==> config.mk <==
export PLATFORM = sky130hd
export DESIGN_NAME = exception_epc_stack_flat
export DESIGN_NICKNAME = d
export VERILOG_FILES = /design/src/rtl/exception_epc_stack_if.sv /design/src/rtl/exception_epc_stack.sv /design/src/flat_wrapper.sv
export SDC_FILE = /design/constraint.sdc
export NUM_CORES = 1
export LEC_CHECK = 0
export CAP_MARGIN = 40
export CORE_MARGIN = 2
export CORE_UTILIZATION = 50
export CTS_BUF_LIST = sky130_fd_sc_hd__clkbuf_16
export CTS_CLUSTER_SIZE = 30
export DETAILED_ROUTE_END_ITERATION = 8
export PLACE_DENSITY = 0.71
export SYNTH_ARGS = -nofsm -noshare
export SYNTH_HDL_FRONTEND = slang
export SYNTH_SLANG_ARGS = --single-unit
export TNS_END_PERCENT = 100
==> constraint.sdc <==
create_clock -name clk -period 13.4 [get_ports clk]
set_input_delay 2.68 -clock clk [delete_from_list [all_inputs] [get_ports clk]]
set_output_delay 2.68 -clock clk [all_outputs]
set_load 0.02 [all_outputs]
==> src/rtl/exception_epc_stack_if.sv <==
// Bus between the control FSM and the exception capture unit.
// The control side drives requests, the PC, acknowledge and eret.
// The unit returns the stack top, the occupancy and the status flags.
interface exception_epc_stack_if #(
  parameter int DATA_W  = 32,
  parameter int DEPTH   = 4,
  parameter int NUM_SRC = 3
);
  localparam int CAUSE_W = $clog2(NUM_SRC + 1);
  localparam int CNT_W   = $clog2(DEPTH + 1);

  logic [NUM_SRC-1:0] exc_req;
  logic [DATA_W-1:0]  pc_in;
  logic               exc_ack;
  logic               eret;
  logic [DATA_W-1:0]  epc_out;
  logic [CAUSE_W-1:0] cause_out;
  logic               exc_pending;
  logic               in_handler;
  logic [CNT_W-1:0]   depth_out;
  logic               fatal;

  modport master (
    output exc_req, pc_in, exc_ack, eret,
    input  epc_out, cause_out, exc_pending, in_handler, depth_out, fatal
  );

  modport slave (
    input  exc_req, pc_in, exc_ack, eret,
    output epc_out, cause_out, exc_pending, in_handler, depth_out, fatal
  );
endinterface

==> src/rtl/exception_epc_stack.sv <==
// Exception capture unit with a nested EPC/cause stack.
// Prioritises the request lines (bit 0 wins) and pushes {pc, cause}.
// It holds exc_pending until acknowledged and pops on eret.
// Optional macro EXC_STACK_TRAP_EN: a push into a full stack enters a sticky
// FATAL state. Without it, the stack is a ring and a push at full overwrites
// the oldest entry.
module exception_epc_stack #(
  parameter int DATA_W  = 32,
  parameter int DEPTH   = 4,
  parameter int NUM_SRC = 3
) (
  input logic                   clk,
  input logic                   reset,
  exception_epc_stack_if.slave  bus
);
  localparam int CAUSE_W = $clog2(NUM_SRC + 1);
  localparam int CNT_W   = $clog2(DEPTH + 1);
  localparam int PTR_W   = $clog2(DEPTH);

`ifdef EXC_STACK_TRAP_EN
  typedef enum logic [1:0] {IDLE, PENDING, FATAL} state_t;
`else
  typedef enum logic [1:0] {IDLE, PENDING} state_t;
`endif

  state_t             state_q, state_d;
  logic [PTR_W-1:0]   wr_ptr_q;
  logic [CNT_W-1:0]   depth_q;
  logic [DATA_W-1:0]  epc_mem   [DEPTH];
  logic [CAUSE_W-1:0] cause_mem [DEPTH];
  logic               push, pop, full;
  logic [PTR_W-1:0]   top_idx;

  // Lowest set request bit wins; cause is its index + 1, 0 when idle.
  function automatic logic [CAUSE_W-1:0] prio_cause(input logic [NUM_SRC-1:0] req);
    logic [CAUSE_W-1:0] c;
    c = '0;
    for (int i = NUM_SRC - 1; i >= 0; i--) begin
      if (req[i]) c = CAUSE_W'(i + 1);
    end
    return c;
  endfunction

  function automatic logic [PTR_W-1:0] ptr_inc(input logic [PTR_W-1:0] p);
    return (p == PTR_W'(DEPTH - 1)) ? '0 : p + 1'b1;
  endfunction

  function automatic logic [PTR_W-1:0] ptr_dec(input logic [PTR_W-1:0] p);
    return (p == '0) ? PTR_W'(DEPTH - 1) : p - 1'b1;
  endfunction

  assign full    = (depth_q == CNT_W'(DEPTH));
  assign top_idx = ptr_dec(wr_ptr_q);

  // Next state and push/pop decisions; exception beats eret in IDLE.
  always_comb begin
    state_d = state_q;
    push    = 1'b0;
    pop     = 1'b0;
    case (state_q)
      IDLE: begin
        if (|bus.exc_req) begin
`ifdef EXC_STACK_TRAP_EN
          if (full) begin
            state_d = FATAL;
          end else begin
            push    = 1'b1;
            state_d = PENDING;
          end
`else
          push    = 1'b1;
          state_d = PENDING;
`endif
        end else if (bus.eret && (depth_q != '0)) begin
          pop = 1'b1;
        end
      end
      PENDING: begin
        if (bus.exc_ack) state_d = IDLE;
      end
`ifdef EXC_STACK_TRAP_EN
      FATAL: state_d = FATAL;
`endif
      default: state_d = IDLE;
    endcase
  end

  // State, write pointer and occupancy; a push at full keeps depth at DEPTH.
  always_ff @(posedge clk or posedge reset) begin
    if (reset) begin
      state_q  <= IDLE;
      wr_ptr_q <= '0;
      depth_q  <= '0;
    end else begin
      state_q <= state_d;
      if (push) begin
        wr_ptr_q <= ptr_inc(wr_ptr_q);
        if (!full) depth_q <= depth_q + 1'b1;
      end else if (pop) begin
        wr_ptr_q <= ptr_dec(wr_ptr_q);
        depth_q  <= depth_q - 1'b1;
      end
    end
  end

  // Stack storage; at full, the write slot is the oldest entry.
  always_ff @(posedge clk or posedge reset) begin
    if (reset) begin
      for (int i = 0; i < DEPTH; i++) begin
        epc_mem[i]   <= '0;
        cause_mem[i] <= '0;
      end
    end else if (push) begin
      epc_mem[wr_ptr_q]   <= bus.pc_in;
      cause_mem[wr_ptr_q] <= prio_cause(bus.exc_req);
    end
  end

  assign bus.epc_out     = (depth_q != '0) ? epc_mem[top_idx]   : '0;
  assign bus.cause_out   = (depth_q != '0) ? cause_mem[top_idx] : '0;
  assign bus.depth_out   = depth_q;
  assign bus.in_handler  = (depth_q != '0);
  assign bus.exc_pending = (state_q == PENDING);
`ifdef EXC_STACK_TRAP_EN
  assign bus.fatal       = (state_q == FATAL);
`else
  assign bus.fatal       = 1'b0;
`endif
endmodule

==> src/flat_wrapper.sv <==
// flat-port wrapper written by rule: the top's interface ports become plain ports
module exception_epc_stack_flat 
#(
  parameter int DATA_W  = 32,
  parameter int DEPTH   = 4,
  parameter int NUM_SRC = 3
)
  (clk, reset, bus_exc_req, bus_pc_in, bus_exc_ack, bus_eret, bus_epc_out, bus_cause_out, bus_exc_pending, bus_in_handler, bus_depth_out, bus_fatal);
  exception_epc_stack_if #(.DATA_W(DATA_W), .DEPTH(DEPTH), .NUM_SRC(NUM_SRC)) bus_i ();
  input logic clk;
  input logic reset;
  input wire logic [$bits(bus_i.exc_req)-1:0] bus_exc_req;
  input wire logic [$bits(bus_i.pc_in)-1:0] bus_pc_in;
  input wire logic [$bits(bus_i.exc_ack)-1:0] bus_exc_ack;
  input wire logic [$bits(bus_i.eret)-1:0] bus_eret;
  output wire logic [$bits(bus_i.epc_out)-1:0] bus_epc_out;
  output wire logic [$bits(bus_i.cause_out)-1:0] bus_cause_out;
  output wire logic [$bits(bus_i.exc_pending)-1:0] bus_exc_pending;
  output wire logic [$bits(bus_i.in_handler)-1:0] bus_in_handler;
  output wire logic [$bits(bus_i.depth_out)-1:0] bus_depth_out;
  output wire logic [$bits(bus_i.fatal)-1:0] bus_fatal;
  assign bus_i.exc_req = bus_exc_req;
  assign bus_i.pc_in = bus_pc_in;
  assign bus_i.exc_ack = bus_exc_ack;
  assign bus_i.eret = bus_eret;
  assign bus_epc_out = bus_i.epc_out;
  assign bus_cause_out = bus_i.cause_out;
  assign bus_exc_pending = bus_i.exc_pending;
  assign bus_in_handler = bus_i.in_handler;
  assign bus_depth_out = bus_i.depth_out;
  assign bus_fatal = bus_i.fatal;
  exception_epc_stack #(.DATA_W(DATA_W), .DEPTH(DEPTH), .NUM_SRC(NUM_SRC)) u_core (.clk(clk), .reset(reset), .bus(bus_i));
endmodule
==> flow_metrics.env, run 1 <==
export IMPL_status="complete, no violations"
export IMPL_diodes=0
export IMPL_r2r_end="u_core.epc_mem[3]$_DFFE_PP0P_"
export IMPL_clkSinkCount=142
export IMPL_overflow=0
export IMPL_slew_limit_headroom_pct=50.7
export IMPL_cp_end_kind="output pin"
export IMPL_setup_viol_count_final=0
export IMPL_drtAntennaViolNets=0
export IMPL_vias=3896
export IMPL_wl_per_cell_um=19.6
export IMPL_port_buffers=77
export IMPL_rsz0062_at_grt="false"
export IMPL_period_share_pct=42.8
export IMPL_dr_first_iter_drc_count=240
export IMPL_fin_tns_setup_ns=0
export IMPL_skew_ns=0.00328
export IMPL_wirelength_mm=13.6
export IMPL_grt_total_usage_pct=20.3
export IMPL_hpwlAfterDp_mm=8.39
export IMPL_synth_cell_types=40
export IMPL_grt_pass1_vias=4200
export IMPL_synthAdderAreaFrac_pct=0.918
export IMPL_max_cap_violations=0
export IMPL_ctsResizeCount=0
export IMPL_layout_commonest_cell="dfrtp_1"
export IMPL_regArea_um2=3550
export IMPL_async_reset_ff_share_pct=100
export IMPL_r2r_cells=5
export IMPL_synth_edf_count=0
export IMPL_path_clk_slew_ns=0.05
export IMPL_multi_input_area_um2=2990
export IMPL_leakage_nw=3.41
export IMPL_clock_path_buffers=2
export IMPL_fp_dieH_um=121
export IMPL_fin_nets=550
export IMPL_pin_count=79
export IMPL_muxShareOfSynthArea_pct=35.5
export IMPL_initial_utilization_pct=51.3
export IMPL_cts_tree="built"
export IMPL_required_ns=10.72
export IMPL_die_x_um=121
export IMPL_worstPathArrival_ns=3.05
export IMPL_synthesis_nets=478
export IMPL_synthSimpleGateAreaFrac_pct=5.38
export IMPL_powerDensity_nw_per_um2=290
export IMPL_drive_above_1_share_pct=40.3
export IMPL_grt_pass1_wl_mm=22.0
export IMPL_fin_crit_ns=5.73
export IMPL_yosysSeqAreaShare_pct=52.1
export IMPL_clk_latency_ns=0.41
export IMPL_worst_ir_drop_vdd_mv=0.144
export IMPL_crit_type="reg -> out"
export IMPL_cts_root_buf="clkbuf_16"
export IMPL_most_common_layout_cells="dfrtp_1 (141), mux2_2 (106), clkdlybuf4s50_1 (77)"
export IMPL_drc=0
export IMPL_htreeDepth=4
export IMPL_cts_buffers=17
export IMPL_min_path_cells=1
export IMPL_syn_to_final_growth_pct=21.0
export IMPL_crit_fanout=23
export IMPL_yosys_register_bits=142
export IMPL_hold_buffers=0
export IMPL_min_path_type="reg -> reg"
export IMPL_nFillCells=1027
export IMPL_r2r_start="u_core.wr_ptr_q[0]$_DFFE_PP0P_"
export IMPL_hold_end="u_core.epc_mem[80]$_DFFE_PP0P_"
export IMPL_cts_setup_buffers=0
export IMPL_synth_top_family_by_area="multiplexers"
export IMPL_grt_max_degree=70
export IMPL_setup_slack_ns=7.67
export IMPL_syn_area_um2=6820
export IMPL_viasPerCell=5.61
export IMPL_synth_compound_area_share_pct=1.76
export IMPL_rows=42
export IMPL_dr_pass1_iters=4
export IMPL_max_freq_mhz=174
export IMPL_hold_viol=0
export IMPL_synthCells=434
export IMPL_r2r_slack_ns=10.95
export IMPL_gp_congestion=0.754
export IMPL_yosysWarnings=0
export IMPL_antenna_found_initial=0
export IMPL_critPathLaunchType="flop"
export IMPL_core_area_um2=13300
export IMPL_post_place_ws_ns=8.10
export IMPL_avgSynthCellArea_um2=15.7
export IMPL_min_from="u_core.epc_mem[80]$_DFFE_PP0P_"
export IMPL_dieArea_um2=14600
export IMPL_tightest_slew_ns=0.739
export IMPL_stdcell_count=694
export IMPL_place_inst=663
export IMPL_ys_flop_type="dfrtp_1"
export IMPL_final_max_slew_viol_count=0
export IMPL_synth_xor_area_share_pct=0.257
## through the flow
step	area [µm²]	total power, mW	hold WS [ns]	util, %
finish	8250	2.39	0.501	62.1
global route	8250	2.53	0.511	62.1
CTS	8250	2.42	0.506	62.1
detailed placement	7710	1.98	0.488	58.0
global placement	7590	1.93	0.484	57.1
floorplan	6820	1.56	0.475	-
## logic make-up after synthesis
group / after synthesis
other: 1
muxes: 171
AOI/OAI and AO/OA: 17
adders and majority gates: 5
DFF: 142
xor gates and xnor gates: 2
buffers and inverters: 39
and+or+nand+nor: 57
## Yosys cell counts, types with 5 or more instances
master	count	area share (%)
and2_1	35	3.2
dfrtp_1	142	52
mux2_2	106	18
inv_1	7	0.39
clkbuf_1	6	0.33
ha_1	5	0.92
mux2_4	30	6.6
mux4_2	34	11
buf_6	6	0.99
nor2_1	5	0.28
buf_4	6	0.66
buf_2	8	0.59
## routing by layer
layer  part of all wire [%]  global-route usage [%]  vias to the layer above
met1                     44                    26.9                     2058
met5                      0                       0                        -
met3                    4.1                    6.23                       13
li1                       -                       -                     1739
met4                   0.94                    5.23                        0
met2                     51                    32.7                       86
## critical path, cell delays in order (launching register included)
cell and delay [ns]:
dfrtp_1 0.39, inv_1 0.11, ha_2 0.64, buf_12 0.26
mux4_2 0.53, and2_1 0.17, clkdlybuf4s50_1 0.53
## where the power goes
part | leakage [nW] | switching (mW) | total (mW) | internal [mW]
Sequential | 1.70 | 0.113 | 0.756 | 0.643
Clock | 0.265 | 0.164 | 0.429 | 0.265
Combinational | 1.45 | 0.497 | 1.21 | 0.710
## how the worst max path moves through the flow
| stage | from | end | cells after the start |
|---|---|---|---|
| after floorplan | reset | u_core.bus.depth_out[0]$_DFFE_PP0P_ | 1 |
| after global placement | u_core.wr_ptr_q[1]$_DFFE_PP0P_ | bus_epc_out[0] | 5 |
| after detailed placement | u_core.wr_ptr_q[1]$_DFFE_PP0P_ | bus_epc_out[1] | 6 |
| after CTS | u_core.wr_ptr_q[1]$_DFFE_PP0P_ | bus_epc_out[3] | 6 |
| after global routing | u_core.wr_ptr_q[1]$_DFFE_PP0P_ | bus_epc_out[3] | 6 |
| final | u_core.wr_ptr_q[1]$_DFFE_PP0P_ | bus_epc_out[1] | 6 |
## flip-flops by register name, summed over array words and instances (netlist names)
name                  count
u_core.epc_mem          128
u_core.cause_mem          8
u_core.bus.depth_out      3
u_core.wr_ptr_q           2
u_core.state_q            1
## cell type report
| cell class | count | area share [%] |
|---|---|---|
| Inverter | 7 | 0.379 |
| Timing Repair Buffer | 85 | 11.1 |
| Clock buffer | 17 | 5.16 |
| Sequential cell | 142 | 43.1 |
| Multi-Input combinational cell | 253 | 36.3 |
| Tap cell | 176 | 2.67 |
| Clock inverter | 14 | 1.33 |
Note: power is estimated with default switching activity, not from simulation.
==> run 2, diff against run 1 <==
- clock period: 13.4 -> 5.9 ns (I/O delays scaled with it)
==> flow_metrics.env, run 2 (synthesis gave the netlist of run 1 again) <==
export IMPL_status="complete, no violations"
export IMPL_gp_congestion=0.738
export IMPL_fin_nets=550
export IMPL_cpMaxStageDelayCell="clkdlybuf4s50_1"
export IMPL_hold_buffers=0
export IMPL_critPathLaunchType="flop"
export IMPL_skew_ns=0.00402
export IMPL_cts_setup_buffers=0
export IMPL_htreeDepth=4
export IMPL_antenna_found_initial=0
export IMPL_wl_met1_mm=6.03
export IMPL_clock_path_buffers=2
export IMPL_port_buffers=77
export IMPL_maxUsedRoutingLayer="met4"
export IMPL_dieArea_um2=14600
export IMPL_rows=42
export IMPL_most_common_layout_cells="dfrtp_1 (141), mux2_2 (106), clkdlybuf4s50_1 (77)"
export IMPL_diodes=0
export IMPL_cts_root_buf="clkbuf_16"
export IMPL_slowest_delay_ns=0.53
export IMPL_crit_buf_inv=3
export IMPL_drtAntennaViolNets=0
export IMPL_dr_first_iter_drc_count=212
export IMPL_grt_pass1_wl_mm=22.1
export IMPL_cp_end_kind="output pin"
export IMPL_powerDensity_nw_per_um2=653
export IMPL_fin_tns_setup_ns=0
export IMPL_setup_viol_count_final=0
export IMPL_grt_pass1_vias=4229
export IMPL_pin_count=79
export IMPL_required_ns=4.72
export IMPL_layout_commonest_cell="dfrtp_1"
export IMPL_stdcell_count=695
export IMPL_syn_to_final_growth_pct=20.6
export IMPL_slew_limit_headroom_pct=52.1
export IMPL_fp_dieH_um=121
export IMPL_tightest_slew_ns=0.718
export IMPL_overflow=0
export IMPL_viasPerCell=5.59
export IMPL_regMostFlops="u_core.epc_mem"
export IMPL_cts_tree="built"
export IMPL_wl_per_cell_um=19.1
export IMPL_hpwlAfterDp_mm=8.33
export IMPL_path_clk_slew_ns=0.05
export IMPL_ctsResizeCount=0
export IMPL_drive_above_1_share_pct=40.7
export IMPL_worstPathArrival_ns=2.88
export IMPL_vias=3886
export IMPL_leakage_nw=3.42
export IMPL_hold_viol=0
export IMPL_r2r_slack_ns=3.49
export IMPL_drc=0
export IMPL_dr_wl_met3_um=419
export IMPL_dr_pass1_iters=6
export IMPL_clk_latency_ns=0.41
export IMPL_clkSinkCount=142
export IMPL_fin_crit_ns=4.06
export IMPL_cpLargestDelayFamily="buffers and inverters"
export IMPL_core_area_um2=13300
export IMPL_max_cap_violations=0
export IMPL_period_share_pct=68.8
export IMPL_final_max_slew_viol_count=0
export IMPL_crit_fanout=30
export IMPL_grt_max_degree=88
export IMPL_min_path_type="reg -> reg"
export IMPL_path_cells="inv_1 -> ha_2 -> buf_12 -> mux4_2 -> and2_1 -> clkdlybuf4s50_1"
export IMPL_crit_type="reg -> out"
export IMPL_die_x_um=121
export IMPL_initial_utilization_pct=51.3
export IMPL_cts_buffers=17
export IMPL_max_freq_mhz=246
export IMPL_largest_reg_flops=128
export IMPL_rsz0062_at_grt="false"
export IMPL_wirelength_mm=13.3
export IMPL_place_inst=663
export IMPL_worst_ir_drop_vdd_mv=0.408
export IMPL_wl_met2_mm=6.73
export IMPL_grt_total_usage_pct=19.8
[run 2: through the flow]
stage | instance area [µm²] | hold WS, ns | utilization, % | setup WS, ns | total power [mW]
detailed placement | 7710 | 0.490 | 58.0 | 2.16 | 4.49
global placement | 7590 | 0.484 | 57.1 | 1.90 | 4.38
CTS | 8220 | 0.503 | 61.9 | 1.81 | 5.44
global route | 8220 | 0.516 | 61.9 | 1.73 | 5.68
finish | 8220 | 0.499 | 61.9 | 1.84 | 5.37
floorplan | 6820 | 0.475 | - | 0.910 | 3.54
[run 2: cell type report]
class / instances / area [µm²]
Clock buffer: 17 / 425
Multi-Input combinational cell: 253 / 2990
Sequential cell: 142 / 3550
Fill cell: 1023 / 5070
Tap cell: 176 / 220
Timing Repair Buffer: 85 / 908
Inverter: 7 / 31.3
Clock inverter: 15 / 91.3
[run 2: final timing paths]
check	cells past startpoint	startpoint	end
setup / recovery	6	u_core.wr_ptr_q[1]$_DFFE_PP0P_	bus_epc_out[1]
hold / removal	1	u_core.epc_mem[49]$_DFFE_PP0P_	u_core.epc_mem[49]$_DFFE_PP0P_
min in group asynchronous	2	reset	u_core.epc_mem[113]$_DFFE_PP0P_
hold reg to reg	1	u_core.epc_mem[49]$_DFFE_PP0P_	u_core.epc_mem[49]$_DFFE_PP0P_
setup reg to reg	4	u_core.wr_ptr_q[0]$_DFFE_PP0P_	u_core.epc_mem[67]$_DFFE_PP0P_
max in group asynchronous	4	reset	u_core.epc_mem[50]$_DFFE_PP0P_
[run 2: per-layer routing]
metal,GRT usage [%],vias up
met4,6.32,0
met2,32.3,61
li1,-,1737
met5,0,-
met3,4.62,13
met1,26.4,2075
[run 2: power by group]
part | total [mW] | internal (mW) | switching (mW) | leakage (nW)
clock | 0.932 | 0.561 | 0.371 | 0.272
sequential | 1.72 | 1.46 | 0.259 | 1.70
combinational | 2.72 | 1.61 | 1.11 | 1.44
total | 5.37 | 3.63 | 1.74 | 3.42
